$ cat src/rtl/mod_counter_pkg.sv
// -----------------------------------------------------------------------------
// mod_counter_pkg
// Shared definitions for the cascaded modulo counter chain.
//   CTRL_W      : width of the ctrl operation-select bus
//   ctrl_e      : ctrl encodings (NONE, INCR, LOAD, CLR, DECR); codes 5..7 are
//                 not enumerated and are treated as NONE by the chain
//   mod_value() : turns a per-digit modulus field into the modulus as an int
// -----------------------------------------------------------------------------
package mod_counter_pkg;

  localparam int CTRL_W = 3;

  typedef enum logic [CTRL_W-1:0] {
    CTRL_NONE = 3'd0,
    CTRL_INCR = 3'd1,
    CTRL_LOAD = 3'd2,
    CTRL_CLR  = 3'd3,
    CTRL_DECR = 3'd4
  } ctrl_e;

  // A modulus of 2^WIDTH does not fit in a WIDTH-bit field, so a field of
  // zero (never a legal modulus) stands for the full 2^WIDTH range.
  function automatic int mod_value(input logic [7:0] field, input int width);
    if (field == 8'd0) begin
      return (1 << width);
    end
    return int'(field);
  endfunction

endpackage : mod_counter_pkg

$ cat src/rtl/mod_digit.sv
// -----------------------------------------------------------------------------
// mod_digit
// One modulo-MOD digit register with clear, saturating load, increment with
// carry-around and decrement with borrow-around.
//   clk          : rising-edge clock
//   async_nreset : asynchronous active-low reset, clears the digit
//   inc_en       : increment this digit this cycle (carry already resolved)
//   dec_en       : decrement this digit this cycle (borrow already resolved)
//   load         : write d, saturated to MOD-1 when d >= MOD
//   clr          : force the digit to 0
//   d            : load value
//   q            : current digit value (always < MOD)
//   at_max       : q == MOD-1, feeds the carry chain
//   at_zero      : q == 0, feeds the borrow chain
// Priority when several controls are high: clr, load, inc_en, dec_en. The
// chain decodes one operation per cycle, so they are mutually exclusive in use.
// -----------------------------------------------------------------------------
module mod_digit #(
  parameter int WIDTH = 4,
  parameter int MOD   = 10
) (
  input  logic             clk,
  input  logic             async_nreset,
  input  logic             inc_en,
  input  logic             dec_en,
  input  logic             load,
  input  logic             clr,
  input  logic [WIDTH-1:0] d,
  output logic [WIDTH-1:0] q,
  output logic             at_max,
  output logic             at_zero
);

  // The modulus can be 2^WIDTH, so the compare against the load value needs
  // one extra bit; the largest digit value always fits in WIDTH bits.
  localparam logic [WIDTH:0]   MOD_W = (WIDTH+1)'(MOD);
  localparam logic [WIDTH-1:0] MAX_V = WIDTH'(MOD - 1);

  logic [WIDTH-1:0] r_q;
  logic [WIDTH-1:0] w_load_val;
  logic [WIDTH-1:0] w_inc_val;
  logic [WIDTH-1:0] w_dec_val;

  assign at_max  = (r_q == MAX_V);
  assign at_zero = (r_q == '0);

  always_comb begin
    w_load_val = d;
    if ({1'b0, d} >= MOD_W) begin
      w_load_val = MAX_V;
    end
  end

  // Wrap explicitly at MOD-1 / 0 so no value >= MOD is ever produced.
  assign w_inc_val = at_max  ? '0    : (r_q + 1'b1);
  assign w_dec_val = at_zero ? MAX_V : (r_q - 1'b1);

  always_ff @(posedge clk or negedge async_nreset) begin
    if (!async_nreset) begin
      r_q <= '0;
    end else if (clr) begin
      r_q <= '0;
    end else if (load) begin
      r_q <= w_load_val;
    end else if (inc_en) begin
      r_q <= w_inc_val;
    end else if (dec_en) begin
      r_q <= w_dec_val;
    end
  end

  assign q = r_q;

endmodule : mod_digit

$ cat src/rtl/mod_counter_chain.sv
// -----------------------------------------------------------------------------
// mod_counter_chain
// DIGITS cascaded modulo digits forming a mixed-radix up/down counter
// (default: a 60/60 time-style counter, digits mod 10,6,10,6 from LSB).
//   clk          : rising-edge clock
//   async_nreset : asynchronous active-low reset; clears digits and wrap
//   ctrl         : 0 NONE, 1 INCR, 2 LOAD, 3 CLR, 4 DECR, 5..7 NONE
//   data_in      : LOAD value, digit 0 in the LSBs
//   data_out     : digit registers, digit 0 in the LSBs
//   wrap         : registered pulse, the previous op wrapped the whole chain
//   zero         : combinational, all digits are 0
// Carry and borrow are resolved combinationally across all digits in the
// same cycle, so the whole chain moves in a single clock.
// -----------------------------------------------------------------------------
module mod_counter_chain
  import mod_counter_pkg::*;
#(
  parameter int                        DIGITS = 4,
  parameter int                        WIDTH  = 4,
  parameter logic [DIGITS*WIDTH-1:0]   MODS   = {4'd6, 4'd10, 4'd6, 4'd10}
) (
  input  logic                      clk,
  input  logic                      async_nreset,
  input  logic [CTRL_W-1:0]         ctrl,
  input  logic [DIGITS*WIDTH-1:0]   data_in,
  output logic [DIGITS*WIDTH-1:0]   data_out,
  output logic                      wrap,
  output logic                      zero
);

  logic              w_op_incr;
  logic              w_op_decr;
  logic              w_op_load;
  logic              w_op_clr;
  logic [DIGITS-1:0] w_at_max;
  logic [DIGITS-1:0] w_at_zero;
  logic [DIGITS-1:0] w_inc_en;
  logic [DIGITS-1:0] w_dec_en;
  logic              w_wrap_nxt;
  logic              r_wrap;

  // Operation decode; unlisted codes fall through as NONE.
  always_comb begin
    w_op_incr = 1'b0;
    w_op_decr = 1'b0;
    w_op_load = 1'b0;
    w_op_clr  = 1'b0;
    case (ctrl)
      CTRL_INCR: w_op_incr = 1'b1;
      CTRL_DECR: w_op_decr = 1'b1;
      CTRL_LOAD: w_op_load = 1'b1;
      CTRL_CLR:  w_op_clr  = 1'b1;
      default:   ;
    endcase
  end

  for (genvar i = 0; i < DIGITS; i++) begin : g_digit
    localparam int M = mod_value(8'(MODS[i*WIDTH +: WIDTH]), WIDTH);
    // Bits below digit i are set; bits at and above are forced to 1 so
    // the reduction-AND only looks at the lower digits.
    localparam logic [DIGITS-1:0] LOW_MASK = DIGITS'((64'd1 << i) - 64'd1);

    logic [WIDTH-1:0] w_q;

    assign w_inc_en[i] = w_op_incr & (&(w_at_max  | ~LOW_MASK));
    assign w_dec_en[i] = w_op_decr & (&(w_at_zero | ~LOW_MASK));

    mod_digit #(
      .WIDTH (WIDTH),
      .MOD   (M)
    ) u_digit (
      .clk          (clk),
      .async_nreset (async_nreset),
      .inc_en       (w_inc_en[i]),
      .dec_en       (w_dec_en[i]),
      .load         (w_op_load),
      .clr          (w_op_clr),
      .d            (data_in[i*WIDTH +: WIDTH]),
      .q            (w_q),
      .at_max       (w_at_max[i]),
      .at_zero      (w_at_zero[i])
    );

    assign data_out[i*WIDTH +: WIDTH] = w_q;
  end

  // The whole chain wraps only when every digit carries (or borrows).
  assign w_wrap_nxt = (w_op_incr & (&w_at_max)) | (w_op_decr & (&w_at_zero));

  always_ff @(posedge clk or negedge async_nreset) begin
    if (!async_nreset) begin
      r_wrap <= 1'b0;
    end else begin
      r_wrap <= w_wrap_nxt;
    end
  end

  assign wrap = r_wrap;
  assign zero = (data_out == '0);

endmodule : mod_counter_chain

$ cat config.mk
export PLATFORM = sky130hd
export DESIGN_NAME = mod_counter_chain
export DESIGN_NICKNAME = d
export VERILOG_FILES = /design/src/rtl/mod_counter_pkg.sv /design/src/rtl/mod_digit.sv /design/src/rtl/mod_counter_chain.sv
export SDC_FILE = /design/constraint.sdc
export NUM_CORES = 1
export LEC_CHECK = 0
export ABC_AREA = 0
export BUFFER_PORTS_ARGS = -buffer_cell sky130_fd_sc_hd__buf_2
export CAP_MARGIN = 25
export CORE_UTILIZATION = 55
export DETAILED_ROUTE_END_ITERATION = 12
export GPL_TIMING_DRIVEN = 0
export PLACE_DENSITY = 0.86
export SYNTH_ARGS = -nofsm -noshare
export SYNTH_HDL_FRONTEND = slang
export SYNTH_SLANG_ARGS = --single-unit
$ cat constraint.sdc
create_clock -name clk -period 3.24 [get_ports clk]
set_input_delay 0.648 -clock clk [delete_from_list [all_inputs] [get_ports clk]]
set_output_delay 0.648 -clock clk [all_outputs]
set_load 0.01 [all_outputs]
==> metrics.txt, run 1 <==
asr flop ratio synth 1.00; IO Pins 39; port bufs 36; skew final 5.44 ps; Crit Path Max Fanout 7; Post-Synthesis Cells 213; worst reg2reg setup slack 850 ps; Detailed Place HPWL 3.07 mm; die span in y 57.6 um; Post-DP Area 0.00192 mm2; Worst-Margin Slew 717 ps; Initial Util 0.600; Final Hold Viols 0; Met1 Wirelength 1.95 mm; sequential-to-total area share from yosys stat 0.251; vias in the first global route 1543; RSZ-0062 raised after global routing false; Ys Warns 0; final-report max-slew violation count 0; number of detailed-route iterations in the first pass 9; Critical Path AT 2170 ps; Area Overhead vs Synth 14.4%; Post-synth EDFFs 0; grt total ovfl 0; Num CTS Buffers 3; TNS Setup 0 ps; pwr/cell area 483 mW/mm2; TritonCTS clock tree done; most frequent cells after synthesis nor2_1, nand2_1, dfrtp_1, o21ai_0, ha_1; Routed WL 4.08 mm; gr usage total 0.264; failing checks DRC; metal3 WL 173 um; antenna violations before repair 0; cell area after synthesis 0.00170 mm2; vias 1756; Yosys top cell by area dfrtp_1; Final GP Congestion 0.880; post-CTS setup buffer count 0; post-synth net total 247; cell area after layout 0.00194 mm2; Clock Pin Slew Worst Setup and Hold Paths 110 ps; Setup Crit Path Kind register to output pin; Max Freq 0.355 GHz; largest net degree at the start of global routing 18; num rows 19; hold crit path type input port to async pin; Layout Nets 288; WL/cell 14.4 um; DRC 2; max cap viols 0; Clock H-tree levels 1; Hold Buf Count CTS 0; layout cells sized above 1 0.190; largest cells by area after synthesis dfrtp_1, ha_1, nor2_1; FF+latch area 425 um2; first-pass GRT wire length 6.90 mm; CP Launch Type register; Avg Cell Area, Syn 7.97 um2; core area 0.00283 mm2; met2 WL 1.93 mm; Die X 57.6 um; ANT cells 0; nature of the critical path endpoint output pin; Max IR drop VDD 0.000332 V; Clock Sinks 17; ANT nets after route 0; Longest Clk Path Bufs 2; Final period util 0.869; synth unique cells 47; latest clock arrival within the worst-skew pair 300 ps; final-report setup violation count 0; Yosys reg bits 17; Pleak 0.886 nW; dpl ws 525 ps; outcome finished with violations; Filler cells 252; DRT iter0 DRCs 75; setup ws final 424 ps; top-count cell post-synth nor2_1; DR vias/cell 6.18; die area 0.00331 mm2; Critical Path RT 2590 ps; post-synth top area share 0.251; Post-synth top flop dfrtp_1; Highest Signal Layer met4; Clk Tree Root Cell clkbuf_4; cts repair resizes 0; footprint of the multi-input gates 0.00119 mm2; Tmin final 2820 ps; Max-Slew Margin vs Limit 0.521
layout make-up:
| class | count | area share |
|---|---|---|
| Clock buffer | 4 | 0.0135 |
| Timing Repair Buffer | 36 | 0.0927 |
| Tap cell | 31 | 0.0200 |
| Sequential cell | 17 | 0.219 |
| Buffer | 9 | 0.0258 |
| Multi-Input combinational cell | 178 | 0.612 |
| Inverter | 9 | 0.0174 |
worst paths after layout:
| kind | start | end | depth (start not counted) |
|---|---|---|---|
| max | g_digit[2].u_digit.q[0]$_DFFE_PN0P_ | zero | 6 |
| min | async_nreset | g_digit[0].u_digit.q[3]$_DFFE_PN0P_ | 1 |
| max reg2reg | g_digit[0].u_digit.q[1]$_DFFE_PN0P_ | g_digit[3].u_digit.q[1]$_DFFE_PN0P_ | 7 |
| min reg2reg | g_digit[1].u_digit.q[0]$_DFFE_PN0P_ | g_digit[1].u_digit.q[0]$_DFFE_PN0P_ | 1 |
| max in group asynchronous | async_nreset | g_digit[2].u_digit.q[3]$_DFFE_PN0P_ | 1 |
| min in group clk | data_in[9] | g_digit[2].u_digit.q[1]$_DFFE_PN0P_ | 3 |
layout by cell type, fill, tap and decap left out, drive strengths merged, types with 2 or more instances in the layout:
| master | netlist | final |
|---|---|---|
| a211oi | 3 | 3 |
| mux2 | 2 | 2 |
| a32oi | 2 | 2 |
| nand3 | 11 | 11 |
| a31oi | 5 | 5 |
| o311ai | 2 | 2 |
| dfrtp | 17 | 17 |
| a21boi | 2 | 2 |
| nand3b | 6 | 6 |
| nand2 | 18 | 18 |
| nand2b | 9 | 9 |
| clkbuf | 6 | 10 |
| nand4 | 2 | 2 |
| and3 | 3 | 3 |
| nor2 | 19 | 19 |
| a22o | 2 | 2 |
| nor3 | 9 | 9 |
| or3 | 3 | 3 |
| nor3b | 5 | 5 |
| o21a | 2 | 2 |
| o211ai | 4 | 4 |
| buf | 3 | 39 |
| o31ai | 2 | 2 |
| a311oi | 2 | 2 |
| ha | 13 | 13 |
| o21ai | 14 | 14 |
| nor2b | 5 | 5 |
| inv | 9 | 9 |
| o22a | 2 | 2 |
| mux2i | 6 | 6 |
| a21oi | 12 | 12 |
registers in the layout, indices dropped and copies added (netlist names):
name               cells
wrap                   1
g_digit.u_digit.q     16
logic make-up (layout without fill, tap and decap cells):
group,count (synthesis),after routing,share of synthesized area
xor+xnor,2,2,0.0103
mux,8,8,0.0486
buf+inv,18,58,0.0494
fa+ha+maj,13,13,0.0958
compound gates,58,58,0.228
simple gates,97,97,0.318
flops,17,17,0.251
through the flow:
| stage | hold slack (ps) | utilization | power, mW | instances |
|---|---|---|---|---|
| CTS | 276 | 0.687 | 0.935 | 284 |
| floorplan | 352 | - | 0.672 | 213 |
| global route | 284 | 0.687 | 1.02 | 284 |
| global placement | 596 | 0.678 | 0.802 | 280 |
| detailed placement | 601 | 0.678 | 0.814 | 280 |
| finish | 260 | 0.687 | 0.938 | 284 |
routing by layer:
metal / track usage / vias to the layer above
li1: - / 865
met1: 0.369 / 834
met2: 0.440 / 52
met3: 0.0295 / 5
met4: 0.0523 / 0
met5: 0 / -
power breakdown:
group | total (mW) | switching, mW | internal, mW
logic | 0.493 | 0.279 | 0.214
clock network | 0.122 | 0.0743 | 0.0479
registers | 0.323 | 0.0667 | 0.257
total | 0.938 | 0.420 | 0.518
worst max-delay path: stages (launching register included):
cell     delay [ps]
dfrtp_1         470
inv_1           110
ha_1            240
nor3b_1         480
nand2_1         110
nor3_1          260
buf_2           190
Power figures use the tool's default switching activity.
==> inputs of run 2 (changes only) <==
CTS_CLUSTER_SIZE = 24   (was default)
PLACE_DENSITY = 0.82   (was 0.86)
REMOVE_ABC_BUFFERS = 1   (was default)
==> run 2 against run 1 <==
Against the previous run:
- the flow still finishes with violations (DRC)
- register-to-register slack got worse by 50 ps
- maximum frequency rose by 0.59%
- via count decreased by 1.7%
- sequential share of layout area grew 0.46 points
- clock power about the same
- first-iteration DRC count grew 48%
- sequential power increased by 11%
- cell area shrank 2.1%
- critical endpoint unchanged
==> metrics.txt, run 2 (synthesis gave the netlist of run 1 again) <==
ANT nets after route 0 (unchanged); max cap viols 0 (unchanged); vias 1726 (-1.7%); first-pass GRT wire length 7.54 mm (+9.3%); dpl ws 697 ps (+171 ps); Max IR drop VDD 0.000314 V (-5.5%); Largest register FFs 16 (unchanged); Worst path slowest cell dfrtp_1; grt total ovfl 0 (unchanged); num rows 19 (unchanged); Max Freq 0.357 GHz (+0.59%); final core utilization 0.673 (-0.0142); Buf/Inv on CP 2 (unchanged); Worst-Margin Slew 732 ps (+14.1 ps); final-report setup violation count 0 (unchanged); largest net degree at the start of global routing 18 (unchanged); Routed WL 4.25 mm (+4.1%); number of detailed-route iterations in the first pass 8 (-1); cts repair resizes 0 (unchanged); Longest Clk Path Bufs 2 (unchanged); Layout Nets 281 (-2.4%); CP Launch Type register; failing checks DRC; Crit path largest cell delay 480 ps (about the same); gr usage total 0.290 (+0.0259); RSZ-0062 raised after global routing false; core area 0.00283 mm2 (unchanged); final-report max-slew violation count 0 (unchanged); Pleak 0.870 nW (-1.7%); CP cell instances inv_1 -> ha_1 -> nor3b_1 -> nand2_1 -> nor3_1 -> buf_2; M2 GR Usage 0.495 (+0.0548); Clock Pin Slew Worst Setup and Hold Paths 110 ps (about the same); Tmin final 2800 ps (-16.4 ps); WL/cell 15.3 um (+6.7%); pwr/cell area 489 mW/mm2 (+1.2%); Critical Path RT 2590 ps (about the same); ANT cells 0 (unchanged); latest clock arrival within the worst-skew pair 290 ps (about the same); Hold Buf Count CTS 0 (unchanged); Die X 57.6 um (unchanged); Setup Crit Path Kind register to output pin; Critical Path AT 2150 ps (-20 ps); most frequent cells in the layout buf_2, nor2_1, nand2_1; most common cell after layout, fill and taps aside buf_2; Filler cells 262 (+4.0%); Final period util 0.864 (-0.00506); busiest grt layer met2; setup ws final 441 ps (+16.4 ps); port bufs 38 (+5.6%); layout cells sized above 1 0.191 (+0.00133); IO Pins 39 (unchanged); CP delay by family, top simple AND/OR/NAND/NOR gates; Area Overhead vs Synth 12.1%; vias in the first global route 1628 (+5.5%); outcome finished with violations; Clock Sinks 17 (unchanged); Clk Tree Root Cell clkbuf_4; nature of the critical path endpoint output pin; TritonCTS clock tree done; Final GP Congestion 0.899 (+2.1%); Crit Path Max Fanout 7 (unchanged); die span in y 57.6 um (unchanged); TNS Setup 0 ps (unchanged); DR vias/cell 6.23 (+0.78%); skew final 0.717 ps (-4.73 ps); Initial Util 0.600 (unchanged); met1 Use GR 0.384 (+0.0148); Num CTS Buffers 3 (unchanged); DRT iter0 DRCs 111 (+48%); Detailed Place HPWL 3.22 mm (+4.8%); post-CTS setup buffer count 0 (unchanged); Max-Slew Margin vs Limit 0.511 (-0.00942); met3 Usage GRT 0.0295 (unchanged); die area 0.00331 mm2 (unchanged); antenna violations before repair 0 (unchanged); Final Hold Viols 0 (unchanged); DRC 2 (unchanged); hold crit path type input port to async pin; Clock H-tree levels 1 (unchanged)
[run 2: final timing paths]
path	startpoint	to	slack (ps)	depth (start not counted)
max	g_digit[2].u_digit.q[0]$_DFFE_PN0P_	zero	440	6
min	async_nreset	g_digit[3].u_digit.q[2]$_DFFE_PN0P_	260	1
max reg2reg	g_digit[0].u_digit.q[0]$_DFFE_PN0P_	g_digit[3].u_digit.q[0]$_DFFE_PN0P_	800	7
min reg2reg	g_digit[1].u_digit.q[0]$_DFFE_PN0P_	g_digit[1].u_digit.q[0]$_DFFE_PN0P_	620	1
max in group asynchronous	async_nreset	g_digit[3].u_digit.q[1]$_DFFE_PN0P_	2700	1
min in group clk	data_in[10]	g_digit[2].u_digit.q[2]$_DFFE_PN0P_	590	3
[run 2: layout make-up]
| cell class | count | area, um2 | area share |
|---|---|---|---|
| Inverter | 9 | 33.8 | 0.0178 |
| Sequential cell | 17 | 425 | 0.224 |
| Multi-Input combinational cell | 178 | 1190 | 0.625 |
| Tap cell | 31 | 38.8 | 0.0204 |
| Timing Repair Buffer | 38 | 190 | 0.0999 |
| Clock buffer | 4 | 26.3 | 0.0138 |
[run 2: report_power, final]
group | internal, mW | switching [mW]
combinational | 0.207 | 0.246
sequential | 0.256 | 0.102
clock | 0.0478 | 0.0713
[run 2: metal layers]
| layer | share of wire | vias to the layer above |
|---|---|---|
| li1 | - | 854 |
| met1 | 0.44 | 796 |
| met2 | 0.49 | 68 |
| met3 | 0.060 | 8 |
| met4 | 0.011 | 0 |
| met5 | 0 | - |
[run 2: per-stage QoR]
stage	cell area, um2	power [mW]	hold slack (ps)	cells
finish	1900	0.930	264	277
global route	1900	1.01	299	277
global placement	1880	0.790	597	273
floorplan	1650	0.657	352	204
CTS	1900	0.925	285	277
detailed placement	1880	0.808	603	273
